**src/rtl/spi_mem_slave_burst.sv**
```systemverilog
// SPI slave with an integrated memory-port master.
//
// Framed commands arrive on MOSI and are decoded into accesses on a
// single-port synchronous RAM that sits outside this block. Write frames can
// continue as auto-incrementing bursts. Read frames stream words out on MISO
// with no gap between words, using a one-word prefetch buffer.
//
// Frame layout after SS_n falls:
//   mode bit, then cmd[1:0], then payload[DATA_W-1:0], all MSB first.
//   mode 0: cmd 00 loads the write address, cmd 01 writes a word.
//   mode 1: cmd 10 loads the read address, cmd 11 starts a read.
//
// Ports:
//   clk        single clock; it is also the SPI bit clock (rising edge)
//   rst_n      synchronous active-low reset
//   SS_n       slave select, active low
//   MOSI       serial data in, MSB first
//   MISO       serial data out, MSB first
//   mem_addr   RAM address
//   mem_wdata  RAM write data
//   mem_we     one-cycle RAM write strobe
//   mem_re     one-cycle RAM read strobe
//   mem_rdata  RAM read data, valid one cycle after mem_re
//   frame_err  one-cycle pulse on a malformed or aborted frame
module spi_mem_slave_burst #(
  parameter int DATA_W   = 8,
  parameter int ADDR_W   = 8,
  parameter bit BURST_EN = 1'b1
) (
  input  logic              clk,
  input  logic              rst_n,
  input  logic              SS_n,
  input  logic              MOSI,
  output logic              MISO,
  output logic [ADDR_W-1:0] mem_addr,
  output logic [DATA_W-1:0] mem_wdata,
  output logic              mem_we,
  output logic              mem_re,
  input  logic [DATA_W-1:0] mem_rdata,
  output logic              frame_err
);

  localparam int FRAME_W = DATA_W + 2;
  localparam int CNT_W   = $clog2(FRAME_W + 1);
  localparam int OCNT_W  = $clog2(DATA_W + 1);

  localparam logic [CNT_W-1:0]  LAST_FULL  = CNT_W'(FRAME_W - 1);
  localparam logic [CNT_W-1:0]  LAST_BURST = CNT_W'(DATA_W - 1);
  localparam logic [OCNT_W-1:0] WORD_DONE  = OCNT_W'(DATA_W);

  typedef enum logic [2:0] {
    IDLE      = 3'b000,
    CHK_CMD   = 3'b001,
    WRITE     = 3'b010,
    READ_ADD  = 3'b011,
    READ_DATA = 3'b100,
    WAIT_SS   = 3'b101
  } state_t;

  state_t              state, state_n;
  logic [CNT_W-1:0]    cnt, cnt_n;
  logic [FRAME_W-2:0]  shreg, shreg_n;
  logic                frame_done, frame_done_n;
  logic                burst, burst_n;
  logic [ADDR_W-1:0]   wr_addr, wr_addr_n;
  logic [ADDR_W-1:0]   rd_addr, rd_addr_n;
  logic                addr_loaded, addr_loaded_n;
  logic [DATA_W-1:0]   tx, tx_n;
  logic [OCNT_W-1:0]   out_cnt, out_cnt_n;
  logic                out_act, out_act_n;
  logic                first_word, first_word_n;
  logic [1:0]          rd_pipe, rd_pipe_n;
  logic [DATA_W-1:0]   pf_buf, pf_buf_n;
  logic                miso_n;
  logic [ADDR_W-1:0]   mem_addr_n;
  logic [DATA_W-1:0]   mem_wdata_n;
  logic                mem_we_n, mem_re_n, frame_err_n;

  logic [FRAME_W-1:0]  sample;
  logic [1:0]          cmd;
  logic [DATA_W-1:0]   payload;
  logic                last_bit;
  logic                load_now;
  logic [DATA_W-1:0]   load_val;

  // State and datapath register. Every register simply takes its next value
  // from the decode process below, except under reset, which wins over
  // everything including a transfer in flight.
  always_ff @(posedge clk) begin
    if (!rst_n) begin
      state       <= IDLE;
      cnt         <= '0;
      shreg       <= '0;
      frame_done  <= 1'b0;
      burst       <= 1'b0;
      wr_addr     <= '0;
      rd_addr     <= '0;
      addr_loaded <= 1'b0;
      tx          <= '0;
      out_cnt     <= '0;
      out_act     <= 1'b0;
      first_word  <= 1'b0;
      rd_pipe     <= '0;
      pf_buf      <= '0;
      MISO        <= 1'b0;
      mem_addr    <= '0;
      mem_wdata   <= '0;
      mem_we      <= 1'b0;
      mem_re      <= 1'b0;
      frame_err   <= 1'b0;
    end else begin
      state       <= state_n;
      cnt         <= cnt_n;
      shreg       <= shreg_n;
      frame_done  <= frame_done_n;
      burst       <= burst_n;
      wr_addr     <= wr_addr_n;
      rd_addr     <= rd_addr_n;
      addr_loaded <= addr_loaded_n;
      tx          <= tx_n;
      out_cnt     <= out_cnt_n;
      out_act     <= out_act_n;
      first_word  <= first_word_n;
      rd_pipe     <= rd_pipe_n;
      pf_buf      <= pf_buf_n;
      MISO        <= miso_n;
      mem_addr    <= mem_addr_n;
      mem_wdata   <= mem_wdata_n;
      mem_we      <= mem_we_n;
      mem_re      <= mem_re_n;
      frame_err   <= frame_err_n;
    end
  end

  // Next-state and next-output decode.
  // frame_done records that a complete first frame has been sampled, so a
  // later SS_n rise (end of a burst, or leaving WAIT_SS) is not an error.
  // rd_pipe tracks the two-cycle RAM read latency: bit 1 set means mem_rdata
  // holds the word requested two edges ago. The first read result goes
  // straight to the output shifter; later ones land in the prefetch buffer.
  always_comb begin
    state_n       = state;
    cnt_n         = cnt;
    shreg_n       = shreg;
    frame_done_n  = frame_done;
    burst_n       = burst;
    wr_addr_n     = wr_addr;
    rd_addr_n     = rd_addr;
    addr_loaded_n = addr_loaded;
    tx_n          = tx;
    out_cnt_n     = out_cnt;
    out_act_n     = out_act;
    first_word_n  = first_word;
    rd_pipe_n     = {rd_pipe[0], 1'b0};
    pf_buf_n      = pf_buf;
    miso_n        = 1'b0;
    mem_addr_n    = mem_addr;
    mem_wdata_n   = mem_wdata;
    mem_we_n      = 1'b0;
    mem_re_n      = 1'b0;
    frame_err_n   = 1'b0;
    load_now      = 1'b0;
    load_val      = mem_rdata;

    sample   = {shreg, MOSI};
    cmd      = sample[FRAME_W-1 -: 2];
    payload  = sample[DATA_W-1:0];
    last_bit = (cnt == (burst ? LAST_BURST : LAST_FULL));

    if (state != IDLE && SS_n) begin
      // Deselect ends everything; a partial first frame is an error and any
      // read still in flight is forgotten.
      state_n     = IDLE;
      frame_err_n = !frame_done;
      rd_pipe_n   = '0;
      out_act_n   = 1'b0;
      if (state == READ_DATA) addr_loaded_n = 1'b0;
    end else begin
      case (state)
        IDLE: begin
          if (!SS_n) begin
            state_n      = CHK_CMD;
            cnt_n        = '0;
            frame_done_n = 1'b0;
            burst_n      = 1'b0;
            out_act_n    = 1'b0;
          end
        end

        CHK_CMD: begin
          if (!MOSI)            state_n = WRITE;
          else if (addr_loaded) state_n = READ_DATA;
          else                  state_n = READ_ADD;
        end

        WRITE: begin
          shreg_n = sample[FRAME_W-2:0];
          cnt_n   = cnt + CNT_W'(1);
          if (last_bit) begin
            cnt_n        = '0;
            frame_done_n = 1'b1;
            if (burst || cmd == 2'b01) begin
              mem_we_n    = 1'b1;
              mem_addr_n  = wr_addr;
              mem_wdata_n = payload;
              if (BURST_EN) begin
                wr_addr_n = wr_addr + ADDR_W'(1);
                burst_n   = 1'b1;
              end else begin
                state_n = WAIT_SS;
              end
            end else if (cmd == 2'b00) begin
              wr_addr_n = payload[ADDR_W-1:0];
              state_n   = WAIT_SS;
            end else begin
              frame_err_n = 1'b1;
              state_n     = WAIT_SS;
            end
          end
        end

        READ_ADD: begin
          if (!frame_done) begin
            shreg_n = sample[FRAME_W-2:0];
            cnt_n   = cnt + CNT_W'(1);
            if (last_bit) begin
              frame_done_n = 1'b1;
              if (cmd == 2'b10) begin
                rd_addr_n     = payload[ADDR_W-1:0];
                addr_loaded_n = 1'b1;
              end else begin
                frame_err_n = 1'b1;
                state_n     = WAIT_SS;
              end
            end
          end
        end

        READ_DATA: begin
          if (!frame_done) begin
            shreg_n = sample[FRAME_W-2:0];
            cnt_n   = cnt + CNT_W'(1);
            if (last_bit) begin
              frame_done_n = 1'b1;
              if (cmd == 2'b11) begin
                mem_re_n     = 1'b1;
                mem_addr_n   = rd_addr;
                rd_pipe_n    = 2'b01;
                first_word_n = 1'b1;
              end else begin
                frame_err_n = 1'b1;
                state_n     = WAIT_SS;
              end
            end
          end else begin
            if (rd_pipe[1] && first_word) begin
              load_now = 1'b1;
              load_val = mem_rdata;
            end else if (out_act && out_cnt == WORD_DONE) begin
              if (BURST_EN) begin
                load_now = 1'b1;
                load_val = pf_buf;
              end else begin
                out_act_n = 1'b0;
              end
            end else if (out_act) begin
              miso_n    = tx[DATA_W-1];
              tx_n      = {tx[DATA_W-2:0], 1'b0};
              out_cnt_n = out_cnt + OCNT_W'(1);
            end
            if (rd_pipe[1] && !first_word) pf_buf_n = mem_rdata;
          end
        end

        WAIT_SS: begin
          state_n = WAIT_SS;
        end

        default: begin
          state_n = IDLE;
        end
      endcase
    end

    // Start shifting a fresh word: its MSB goes out on this edge and, in
    // burst mode, the following word is requested at the same time.
    if (load_now) begin
      miso_n       = load_val[DATA_W-1];
      tx_n         = {load_val[DATA_W-2:0], 1'b0};
      out_cnt_n    = OCNT_W'(1);
      out_act_n    = 1'b1;
      first_word_n = 1'b0;
      if (BURST_EN) begin
        mem_re_n   = 1'b1;
        mem_addr_n = rd_addr + ADDR_W'(1);
        rd_addr_n  = rd_addr + ADDR_W'(1);
        rd_pipe_n  = 2'b01;
      end
    end
  end

endmodule

```
**config.mk**
```make
export PLATFORM = sky130hd
export DESIGN_NAME = spi_mem_slave_burst
export DESIGN_NICKNAME = d
export VERILOG_FILES = /design/src/rtl/spi_mem_slave_burst.sv
export SDC_FILE = /design/constraint.sdc
export NUM_CORES = 1
export LEC_CHECK = 0
export BUFFER_PORTS_ARGS = -buffer_cell sky130_fd_sc_hd__buf_4
export CORE_MARGIN = 2
export CORE_UTILIZATION = 55
export CTS_BUF_LIST = sky130_fd_sc_hd__clkbuf_8
export CTS_CLUSTER_SIZE = 40
export DETAILED_ROUTE_END_ITERATION = 12
export PLACE_DENSITY_LB_ADDON = 0.2
export SLEW_MARGIN = 20
export SYNTH_ARGS = -nofsm -noshare
export SYNTH_HDL_FRONTEND = slang
export SYNTH_SLANG_ARGS = --single-unit
```
**constraint.sdc**
```tcl
create_clock -name clk -period 4.5 [get_ports clk]
set_input_delay 0 -clock clk [delete_from_list [all_inputs] [get_ports clk]]
set_output_delay 0 -clock clk [all_outputs]
set_load 0.01 [all_outputs]
```
==> metrics.cfg <==
[outcome]
status=finished clean

[synthesis]
avgSynthCellArea_um2=8.32
synth_warnings=0
synthMuxAreaShare_pct=9.32
synthSimpleGateAreaFrac_pct=24.5
synth_area_um2=4070
synth_cells=489
synth-adder-area-share_pct=1.85
synth_top_family_by_area=simple AND/OR/NAND/NOR gates
synth_xor_area_share_pct=1.29
synth_flop_cell=dfxtp_1
seq_area_frac_synth_pct=37.9
synth-compound-area-share_pct=19.8
yosysUniqueCellTypes=63
ys_async_sr_fraction_pct=0
synth_seq_cells=77
syn_nets=507
synth_edf_count=0

[floorplan]
ios=32
die_w_um=90
initial_core_util_pct=56.4
die_area_um2=8100
rows=31
coreArea_um2=7210
die_h_um=90

[sta]
rsz0062_at_grt=no
drv_slew=0
fmax_mhz=326
slew-limit-headroom_pct=31.5
period_share_pct=68.2
hold_viol=0
period_minus_slack_ns=3.07
finalClockSkew_ns=0.0111
setup_viol=0
postLayoutSetupSlackWorst_ns=1.43
tightest_slew_ns=1.02
fin_setup_tns_ns=0

[global_route]
use_met3_pct=3.60
grt_pass1_vias=3457
grt_util_met2_pct=40.6
top_usage_layer=met2
grt_pass1_wl_um=17400
grt_usage_pct=25.9
use_met1_pct=36.1
grt_max_degree=43
antenna_found_initial=0
overflow=0

[final_layout]
drive_gt1_share_pct=13.5
fin_nets=527
syn2layout_area_growth_pct=12.6
final_area_um2=4580
fillers=662
diodes=0

[route]
drtIter0Drc=184
drc=0
vias=3704
wirelength_um=10100
viasPerCell=6.05
ant_nets=0
wl_per_cell_um=16.5
drt_first_pass_iters=5

[clocking]
cts_num_sinks=77
clock_latency_ns=0.35
cts_resized=0
root_buffer=clkbuf_8
cts_tree=built
clk_pin_slew_worst_paths_ns=0.08
htree_levels=3
numCtsBuffers=9
post_cts_buffers=0
max-clock-path-buffers=2
postCtsHoldBufs=9

[pwr]
leakage_nw=1.67
power.density_nw_per_um2=332
peakVddDrop_uv=197
p_total_mw=1.52

[critical_path]
endpoint_kind=register
crit_type=reg2reg
worst_ep_arrival_time_ns=3.32
path_buf_inv=0
cp_max_fo=20
slowest_stage=or3b_1
start_kind=register
required_ns=4.75
crit_family=simple AND/OR/NAND/NOR gates
slowest_delay_ns=0.71
crit_chain=or3b_1 -> nor3_4 -> nand2_1 -> and2_1 -> o41ai_2

[place]
port_buffers=31
dp_slack_ns=1.51
dpl-instance-area_um2=4290
gp_congestion=0.898
dp_hpwl_um=6860

[job]
drv_cap=0

[min_path]
hold_path_class=in2reg

==> synthesized netlist by cell type, drive strengths merged (3+ instances only) <==
cell type  instances  area (um^2)
xnor2              5         43.8
o21ai             32          164
a22oi              3         22.5
nand3             12         60.1
a31oi              3         18.8
ha                 6         75.1
dfxtp             77         1540
nor3b              5         37.5
and3               7         43.8
nor2b              3         18.8
nor2              62          233
inv               10         37.5
mux2               7         78.8
o32ai              8         70.1
nand2             39          154
nand4              9         56.3
o211ai             5         37.5
or3                6         37.5
o31ai              7         52.6
a21o               5         37.5
nor4               5         31.3
nor3              16         91.3
o22ai              4         25.0
and2               6         37.5
mux2i             30          300
a21oi             37          185
clkbuf            19         71.3
nand2b             7         43.8
buf               16          106
a32oi              3         26.3
==> layout by cell type, fill, tap and decap left out, types with 4 or more instances in the layout <==
master          n
o32ai_1         8
ha_1            6
mux2i_1        30
o21ai_0        30
and3_1          7
nand4_1         9
a21oi_1        37
dlygate4sd3_1   9
o22ai_1         4
nand3_1        12
o31ai_1         7
nor2_1         62
nor3_1         15
clkbuf_8       10
or3_1           6
nor3b_1         5
nand2b_1        7
buf_4          35
inv_1          10
and2_1          6
dfxtp_1        77
mux2_2          7
o211ai_1        5
nor4_1          5
a21o_1          5
nand2_1        38
xnor2_1         5
==> worst min-delay path, cell delays in order <==
cell,delay [ns]
buf_4,0.17
nand2_1,0.07
a21oi_1,0.06
nor2_1,0.07
==> sequential cells by signal (all words and copies together) (netlist names) <==
signal,count
state,3
frame_err,1
rd_pipe,2
mem_wdata,8
frame_done,1
rd_addr,8
shreg,9
tx,7
wr_addr,8
MISO,1
mem_we,1
mem_addr,8
first_word,1
out_cnt,4
cnt,4
burst,1
out_act,1
addr_loaded,1
pf_buf,8
==> cells by family (layout without fill, tap and decap cells) <==
| family | Yosys count | count (layout) |
|---|---|---|
| fa+ha+maj | 6 | 6 |
| simple gates | 193 | 193 |
| buf+inv | 46 | 70 |
| mux | 37 | 37 |
| xor+xnor | 6 | 6 |
| flops | 77 | 77 |
| compound gates | 124 | 124 |
==> layer usage <==
layer  share of wire [%]  vias up  wire length [um]
met5                   0        -                 0
met4                 2.1        0               215
met3                 4.8       15               481
met2                  46      104              4690
met1                  47     1759              4710
li1                    -     1826                 -
==> area by class of cell <==
class                   instances  area, um^2  share of cell area [%]
multi-input cells             366        2320                    50.7
inverters                      11        41.3                   0.902
repair buffers                 44         353                    7.70
flip-flops and latches         77        1540                    33.7
clock buffers                  10         138                    3.01
well taps                      99         124                    2.70
clock inverters                 5        60.1                    1.31
==> final timing paths <==
check | startpoint | endpoint | slack (ns) | cells after the start
max | state[2] | mem_addr[4] | 1.43 | 5
min | SS_n | addr_loaded | 0.06 | 4
max reg2reg | state[2] | mem_addr[4] | 1.43 | 5
min reg2reg | mem_addr[1] | mem_addr[1] | 0.47 | 2
==> stage by stage <==
step | hold WS [ns] | utilization (%) | instances
2_1_floorplan | 0.144 | - | 489
3_3_place_gp | 0.238 | 59.4 | 588
3_5_place_dp | 0.248 | 59.5 | 588
4_1_cts | 0.0469 | 63.5 | 612
5_1_grt | 0.112 | 63.5 | 612
6_report | 0.0585 | 63.5 | 612
==> where the power goes <==
group          switching (mW)  internal [mW]  total [mW]  leakage (nW)
registers              0.0449          0.695       0.739         0.620
clock network           0.262          0.270       0.533        0.0987
logic                   0.140          0.107       0.247         0.954
Power figures use the tool's default switching activity.
